### config.mk
export PLATFORM = sky130hd
export DESIGN_NAME = uart_tx_stim_flat
export DESIGN_NICKNAME = d
export VERILOG_FILES = /design/src/rtl/uart_pkg.sv /design/src/rtl/uart_tx_stim_if.sv /design/src/rtl/uart_tx_fifo.sv /design/src/rtl/uart_tx_stim.sv /design/src/flat_wrapper.sv
export SDC_FILE = /design/constraint.sdc
export NUM_CORES = 1
export LEC_CHECK = 0
export CORE_ASPECT_RATIO = 2
export CORE_UTILIZATION = 60
export CTS_CLUSTER_DIAMETER = 40
export DETAILED_ROUTE_END_ITERATION = 10
export PLACE_DENSITY_LB_ADDON = 0.08
export SYNTH_ARGS = -nofsm -noshare
export SYNTH_HDL_FRONTEND = slang
export SYNTH_SLANG_ARGS = --single-unit
export TNS_END_PERCENT = 30
### constraint.sdc
create_clock -name clock -period 3.2 [get_ports clock]
set_input_delay 0.64 -clock clock [delete_from_list [all_inputs] [get_ports clock]]
set_output_delay 0.64 -clock clock [all_outputs]
set_load 0.05 [all_outputs]
### src/rtl/uart_pkg.sv
// Purpose: shared types and constants for the UART transmit stimulus block.
// Latency: n/a (declarations only).
// Backpressure: n/a.
package uart_pkg;

    typedef enum logic [2:0] {
        IDLE   = 3'd0,
        START  = 3'd1,
        DATA   = 3'd2,
        PARITY = 3'd3,
        STOP   = 3'd4
    } tx_state_e;

    localparam logic UART_IDLE_LEVEL = 1'b1;
    localparam int   DEFAULT_CLK_DIV = 434;
    localparam int   DATA_BITS       = 8;

    // Even parity: the parity bit makes the total count of ones even.
    function automatic logic even_parity(input logic [DATA_BITS-1:0] d);
        return ^d;
    endfunction

endpackage

### src/rtl/uart_tx_stim_if.sv
// Purpose: byte handshake bundle feeding the UART transmitter FIFO.
// Latency: n/a (wires only).
// Backpressure: in_ready low holds the producer; a byte moves when in_valid & in_ready.
// Signals: in_valid (byte offered), in_data (byte), in_ready (FIFO has room).
interface uart_tx_stim_if;
    import uart_pkg::*;

    logic                 in_valid;
    logic [DATA_BITS-1:0] in_data;
    logic                 in_ready;

    modport master (output in_valid, output in_data, input  in_ready);
    modport slave  (input  in_valid, input  in_data, output in_ready);

endinterface

### src/rtl/uart_tx_fifo.sv
// Purpose: synchronous FIFO with push/pop, full/empty flags and occupancy count.
// Latency: pushed word readable at pop_data the cycle after the push edge.
// Backpressure: push ignored while full, pop ignored while empty.
// Ports: clock, reset_n (async active-low), push/push_data, pop/pop_data (head), full, empty, count.
module uart_tx_fifo #(
    parameter int DEPTH = 8,
    parameter int WIDTH = 8
) (
    input  logic                     clock,
    input  logic                     reset_n,
    input  logic                     push,
    input  logic [WIDTH-1:0]         push_data,
    input  logic                     pop,
    output logic [WIDTH-1:0]         pop_data,
    output logic                     full,
    output logic                     empty,
    output logic [$clog2(DEPTH):0]   count
);

    localparam int AW = $clog2(DEPTH);
    localparam logic [AW-1:0] PTR_ONE = AW'(1);
    localparam logic [AW:0]   CNT_ONE = (AW + 1)'(1);

    logic [AW-1:0] wr_ptr_q, wr_ptr_d;
    logic [AW-1:0] rd_ptr_q, rd_ptr_d;
    logic [AW:0]   count_q, count_d;
    logic [WIDTH-1:0] mem_q [DEPTH];
    logic do_push, do_pop;

    assign full     = (count_q == (AW + 1)'(DEPTH));
    assign empty    = (count_q == '0);
    assign count    = count_q;
    assign pop_data = mem_q[rd_ptr_q];
    assign do_push  = push & ~full;
    assign do_pop   = pop & ~empty;

    // Depth is a power of two, so pointers wrap naturally at AW bits.
    always_comb begin
        wr_ptr_d = wr_ptr_q;
        rd_ptr_d = rd_ptr_q;
        count_d  = count_q;
        if (do_push) wr_ptr_d = wr_ptr_q + PTR_ONE;
        if (do_pop)  rd_ptr_d = rd_ptr_q + PTR_ONE;
        case ({do_push, do_pop})
            2'b10:   count_d = count_q + CNT_ONE;
            2'b01:   count_d = count_q - CNT_ONE;
            default: count_d = count_q;
        endcase
    end

    always_ff @(posedge clock or negedge reset_n) begin
        if (!reset_n) begin
            wr_ptr_q <= '0;
            rd_ptr_q <= '0;
            count_q  <= '0;
        end else begin
            wr_ptr_q <= wr_ptr_d;
            rd_ptr_q <= rd_ptr_d;
            count_q  <= count_d;
        end
    end

    // Storage needs no reset: the pointers define which entries are live.
    always_ff @(posedge clock) begin
        if (do_push) mem_q[wr_ptr_q] <= push_data;
    end

endmodule

### src/rtl/uart_tx_stim.sv
// Purpose: UART transmitter, queues bytes in a FIFO and shifts them out 8N1 (8E1 with UART_TX_PARITY_EN), LSB first.
// Latency: byte accepted into an empty FIFO at edge E is popped at E+1 and txd goes low from E+1.
// Backpressure: in_ready = !full from registered state only; queued frames go back-to-back with no idle gap.
// Ports: clock, reset_n (async active-low), in_if (slave: in_valid/in_data/in_ready),
//        txd (idle high), busy, tx_done (last cycle of stop bit), fifo_count.
module uart_tx_stim
    import uart_pkg::*;
#(
    parameter int CLK_DIV    = DEFAULT_CLK_DIV,
    parameter int FIFO_DEPTH = 8
) (
    input  logic                          clock,
    input  logic                          reset_n,
    uart_tx_stim_if.slave                 in_if,
    output logic                          txd,
    output logic                          busy,
    output logic                          tx_done,
    output logic [$clog2(FIFO_DEPTH):0]   fifo_count
);

    if (CLK_DIV < 2 || CLK_DIV > 65535 || FIFO_DEPTH < 2 ||
        (FIFO_DEPTH & (FIFO_DEPTH - 1)) != 0) begin : g_bad_params
        $fatal(1, "uart_tx_stim: CLK_DIV must be 2..65535 and FIFO_DEPTH a power of two >= 2");
    end

    localparam logic [15:0] CNT_RELOAD = 16'(CLK_DIV - 1);
    localparam logic [2:0]  IDX_LAST   = 3'(DATA_BITS - 1);

    tx_state_e            state_q, state_d;
    logic [15:0]          cnt_q, cnt_d;
    logic [2:0]           idx_q, idx_d;
    logic [DATA_BITS-1:0] shift_q, shift_d;
    logic                 txd_q, txd_d;
    logic                 rdy_en_q, rdy_en_d;
`ifdef UART_TX_PARITY_EN
    logic                 par_q, par_d;
`endif

    logic                 fifo_pop, fifo_full, fifo_empty, bit_end;
    logic [DATA_BITS-1:0] fifo_head;

    uart_tx_fifo #(
        .DEPTH (FIFO_DEPTH),
        .WIDTH (DATA_BITS)
    ) u_fifo (
        .clock     (clock),
        .reset_n   (reset_n),
        .push      (in_if.in_valid & in_if.in_ready),
        .push_data (in_if.in_data),
        .pop       (fifo_pop),
        .pop_data  (fifo_head),
        .full      (fifo_full),
        .empty     (fifo_empty),
        .count     (fifo_count)
    );

    // rdy_en_q keeps in_ready low throughout reset and releases it one edge later.
    assign in_if.in_ready = rdy_en_q & ~fifo_full;
    assign busy           = (state_q != IDLE) | (fifo_count != '0);
    assign txd            = txd_q;
    assign bit_end        = (cnt_q == 16'd0);

    always_comb begin
        state_d  = state_q;
        cnt_d    = cnt_q;
        idx_d    = idx_q;
        shift_d  = shift_q;
        rdy_en_d = 1'b1;
        fifo_pop = 1'b0;
        tx_done  = 1'b0;
`ifdef UART_TX_PARITY_EN
        par_d    = par_q;
`endif
        if (state_q != IDLE && !bit_end) cnt_d = cnt_q - 16'd1;

        case (state_q)
            IDLE: begin
                if (!fifo_empty) begin
                    fifo_pop = 1'b1;
                    state_d  = START;
                    cnt_d    = CNT_RELOAD;
                    shift_d  = fifo_head;
`ifdef UART_TX_PARITY_EN
                    par_d    = even_parity(fifo_head);
`endif
                end
            end
            START: begin
                if (bit_end) begin
                    state_d = DATA;
                    idx_d   = 3'd0;
                    cnt_d   = CNT_RELOAD;
                end
            end
            DATA: begin
                if (bit_end) begin
                    cnt_d = CNT_RELOAD;
                    if (idx_q == IDX_LAST) begin
`ifdef UART_TX_PARITY_EN
                        state_d = PARITY;
`else
                        state_d = STOP;
`endif
                    end else begin
                        idx_d   = idx_q + 3'd1;
                        shift_d = shift_q >> 1;
                    end
                end
            end
`ifdef UART_TX_PARITY_EN
            PARITY: begin
                if (bit_end) begin
                    state_d = STOP;
                    cnt_d   = CNT_RELOAD;
                end
            end
`endif
            STOP: begin
                if (bit_end) begin
                    tx_done = 1'b1;
                    // Chain straight into the next frame when one is queued.
                    if (!fifo_empty) begin
                        fifo_pop = 1'b1;
                        state_d  = START;
                        cnt_d    = CNT_RELOAD;
                        shift_d  = fifo_head;
`ifdef UART_TX_PARITY_EN
                        par_d    = even_parity(fifo_head);
`endif
                    end else begin
                        state_d = IDLE;
                    end
                end
            end
            default: state_d = IDLE;
        endcase

        // Line level is registered from the next state so txd changes cleanly on the edge.
        case (state_d)
            START:   txd_d = 1'b0;
            DATA:    txd_d = shift_d[0];
`ifdef UART_TX_PARITY_EN
            PARITY:  txd_d = par_d;
`endif
            default: txd_d = UART_IDLE_LEVEL;
        endcase
    end

    always_ff @(posedge clock or negedge reset_n) begin
        if (!reset_n) begin
            state_q  <= IDLE;
            cnt_q    <= 16'd0;
            idx_q    <= 3'd0;
            shift_q  <= '0;
            txd_q    <= UART_IDLE_LEVEL;
            rdy_en_q <= 1'b0;
`ifdef UART_TX_PARITY_EN
            par_q    <= 1'b0;
`endif
        end else begin
            state_q  <= state_d;
            cnt_q    <= cnt_d;
            idx_q    <= idx_d;
            shift_q  <= shift_d;
            txd_q    <= txd_d;
            rdy_en_q <= rdy_en_d;
`ifdef UART_TX_PARITY_EN
            par_q    <= par_d;
`endif
        end
    end

endmodule

### src/flat_wrapper.sv
// flat-port wrapper written by rule: the top's interface ports become plain ports
module uart_tx_stim_flat import uart_pkg::*;
#(
    parameter int CLK_DIV    = DEFAULT_CLK_DIV,
    parameter int FIFO_DEPTH = 8
)
  (clock, reset_n, txd, busy, tx_done, fifo_count, in_if_in_valid, in_if_in_data, in_if_in_ready);
  uart_tx_stim_if in_if_i ();
  input  logic clock;
  input  logic reset_n;
  output logic txd;
  output logic busy;
  output logic tx_done;
  output logic [$clog2(FIFO_DEPTH):0] fifo_count;
  input wire logic [$bits(in_if_i.in_valid)-1:0] in_if_in_valid;
  input wire logic [$bits(in_if_i.in_data)-1:0] in_if_in_data;
  output wire logic [$bits(in_if_i.in_ready)-1:0] in_if_in_ready;
  assign in_if_i.in_valid = in_if_in_valid;
  assign in_if_i.in_data = in_if_in_data;
  assign in_if_in_ready = in_if_i.in_ready;
  uart_tx_stim #(.CLK_DIV(CLK_DIV), .FIFO_DEPTH(FIFO_DEPTH)) u_core (.clock(clock), .reset_n(reset_n), .in_if(in_if_i), .txd(txd), .busy(busy), .tx_done(tx_done), .fifo_count(fifo_count));
endmodule
==> out/qor.csv <==
metric;value;unit
status;finished clean;
sw power;871.7;µW
Post-synth EDFFs;64;
Inserted Clock Buffers;9;
Iter 0 DRT Violations;107;
Fin. Hold Viols;0;
Resized Gates After CTS;0;
TritonRoute pass-1 iters;4;
cell taking the most area after synthesis;edfxtp_1;
Setup CP Type;reg2reg;
Post-Syn Nets;356;
CTS Hold Buffers Added;0;
register bit total from synthesis;106;
share of layout cells above drive strength 1;0.1716;
ANT cells;0;
Chip Height;127.7;µm
Internal;2355;µW
root buffer cell;clkbuf_16;
fill cell count;541;
Gate Count Post-Synth;335;
Worst Max-Slew Pin Slew;0.9406;ns
CP Launch Type;flip-flop;
Max VDD drop;0.4725;mV
crit path capture type;flip-flop;
GRT Residual Overflow;0;
required time of the critical path;3.42;ns
Clk pwr share;0.346;
Tmin final;2.852;ns
GRT Overall Usage;0.2508;
DRT antenna net count;0;
fmax;0.3506;GHz
share of total power in combinational logic;0.144;
period utilisation layout;0.8914;
Vias;2825;
clock skew;0.006481;ns
setup bufs post-CTS;0;
Switching Share;0.2702;
clock-pin slew on the worst setup and hold paths;0.07;ns
global-route wire length before repair;14840;µm
TritonCTS clock tree;built;
number of global-route vias before repair;3009;
final WL;9158;µm
Flop pwr share;0.510;
most frequent cell after synthesis;edfxtp_1;
I/O pin count;19;
Critical Path AT;3.08;ns
final setup fails;0;
leakage power;0.002026;µW
Syn Area/Cell;14.16;µm²
# clock sinks;106;
Max Slew Vio Count;0;
Synth top area share;0.4053;
Via density;6.049;
fin nets;389;
crit-path max FO;5;
H-tree levels;3;
dominant synthesized flop cell;edfxtp_1;
IO buf count;18;
initial antenna violation count;0;
hold crit path type;in2async;
final routed DRC violation total;0;
routed len/inst;19.61;µm
Initial Util;0.6239;
Post-DP HPWL;6522;µm
Skew-Pair Late Insertion Delay;0.34;ns
largest cells by area after synthesis;edfxtp_1 (41%), dfrtp_1 (22%), mux4_2 (7.6%);
die width;64.86;µm
RSZ-0062 raised after global routing;no;
Rows;45;
top cells by count, synth;edfxtp_1 (64), dfrtp_1 (41), nor3_1 (27);
Syn Std Cell Area;4742;µm²
Max transition margin;0.3729;
core area;7601;µm²
worst hold slack;0.4238;ns
pwr dens;596.1;nW/µm²
yosys warns;0;
Maximum Capacitance Violations;0;
sequential fraction of the synthesis area;0.6272;
Final GP Congestion;0.7578;
largest net degree at the start of global routing;43;
Die Area;8284;µm²
fraction of registers with async set or reset after synthesis;0.3962;
Total Neg Setup Slack;0;ns
synth unique cells;50;
CTS Buffer Depth;2;
Layout area overhead;14.14;%
==> critical path: stages, from the launching register on <==
cell	delay, ns
dfrtp_1	0.43
nor4_2	0.52
and4_2	0.32
o21ai_1	0.14
inv_1	0.16
ha_1	0.21
ha_1	0.24
a21o_1	0.18
a21oi_1	0.18
xnor2_1	0.14
nor2_1	0.07
xor2_1	0.14
==> kinds of logic after synthesis <==
logic type / synth area share
other cells: 0.0007908
mux: 0.08259
fa+ha+maj: 0.02797
flops: 0.6272
buf+inv: 0.02216
xor+xnor: 0.04063
simple gates: 0.1412
compound gates: 0.05752
==> flip-flops by register name (all words and copies together) (netlist names) <==
register and cells:
u_core.idx_q 3, u_core.cnt_q 16, u_core.u_fifo.count 4, u_core.txd 1
u_core.u_fifo.rd_ptr_q 3, u_core.u_fifo.mem_q 64, u_core.rdy_en_q 1, u_core.shift_q 8
u_core.state_q 3, u_core.u_fifo.wr_ptr_q 3
==> final cells by class <==
cell class | instances | area, µm² | area share
sequential | 106 | 2974 | 0.5495
multi-input combinational | 207 | 1667 | 0.3079
timing repair buffer | 34 | 305.3 | 0.05640
clock buffer | 9 | 225.2 | 0.04161
tap | 94 | 117.6 | 0.02173
clock inverter | 7 | 86.33 | 0.01595
inverter | 10 | 37.54 | 0.006935
==> path summary, 6_finish.rpt <==
path	endpoint	start	depth (start not counted)	slack, ns
max	u_core.u_fifo.count[3]	u_core.cnt_q[4]	11	0.35
min	u_core.cnt_q[2]	reset_n	1	0.42
max reg2reg	u_core.u_fifo.count[3]	u_core.cnt_q[4]	11	0.35
min reg2reg	u_core.idx_q[0]	u_core.idx_q[0]	1	0.48
max in group asynchronous	u_core.state_q[0]	reset_n	1	2.17
min in group clock	u_core.idx_q[0]	u_core.idx_q[0]	1	0.48
==> power groups by stage <==
stage,Sequential [µW],Combinational [µW],Clock (µW)
finish,1640,465,1120
global route,1650,500,1180
CTS,1640,472,1130
detailed placement,1670,471,0
global placement,1660,460,0
floorplan,1730,210,0
==> through the flow <==
| step | power, µW | instance area [µm²] | worst slack, ns | util | cells |
|---|---|---|---|---|---|
| 4_1_cts | 3250 | 5413 | 0.1865 | 0.7121 | 467 |
| 3_3_place_gp | 2123 | 5101 | 0.3237 | 0.6711 | 451 |
| 6_report | 3227 | 5413 | 0.3475 | 0.7121 | 467 |
| 2_1_floorplan | 1944 | 4746 | 0.2005 | - | 335 |
| 5_1_grt | 3331 | 5413 | 0.1270 | 0.7121 | 467 |
| 3_5_place_dp | 2140 | 5101 | 0.2010 | 0.6711 | 451 |
==> routing by layer <==
metal	track usage	wire length (µm)	vias up
met5	0	0	-
met4	0.1137	256	0
met3	0.04893	234	19
met2	0.4853	5407	43
met1	0.2427	3259	1437
li1	-	-	1326
==> cells in the final DEF (no fill, tap or decap), types with 3 or more instances in the layout <==
master           netlist  routed
a211oi_1               6       6
a21oi_1                4       4
a221o_1                6       6
buf_4                  0      16
clkbuf_16              0       9
clkdlybuf4s50_1        0      16
clkinv_4               0       3
dfrtp_1               41      41
edfxtp_1              64      64
ha_1                   9       9
inv_1                 10      10
mux4_2                16      16
nand2_1               20      20
nand2b_1               6       6
nand3_1                6       6
nand4_1                4       4
nand4b_1               4       4
nor2_1                22      22
nor2b_1                8       8
nor3_1                27      27
o21ai_0                6       5
or3_2                  4       4
xnor2_1               10      10
xor2_1                12      12
Power figures use the tool's default switching activity.
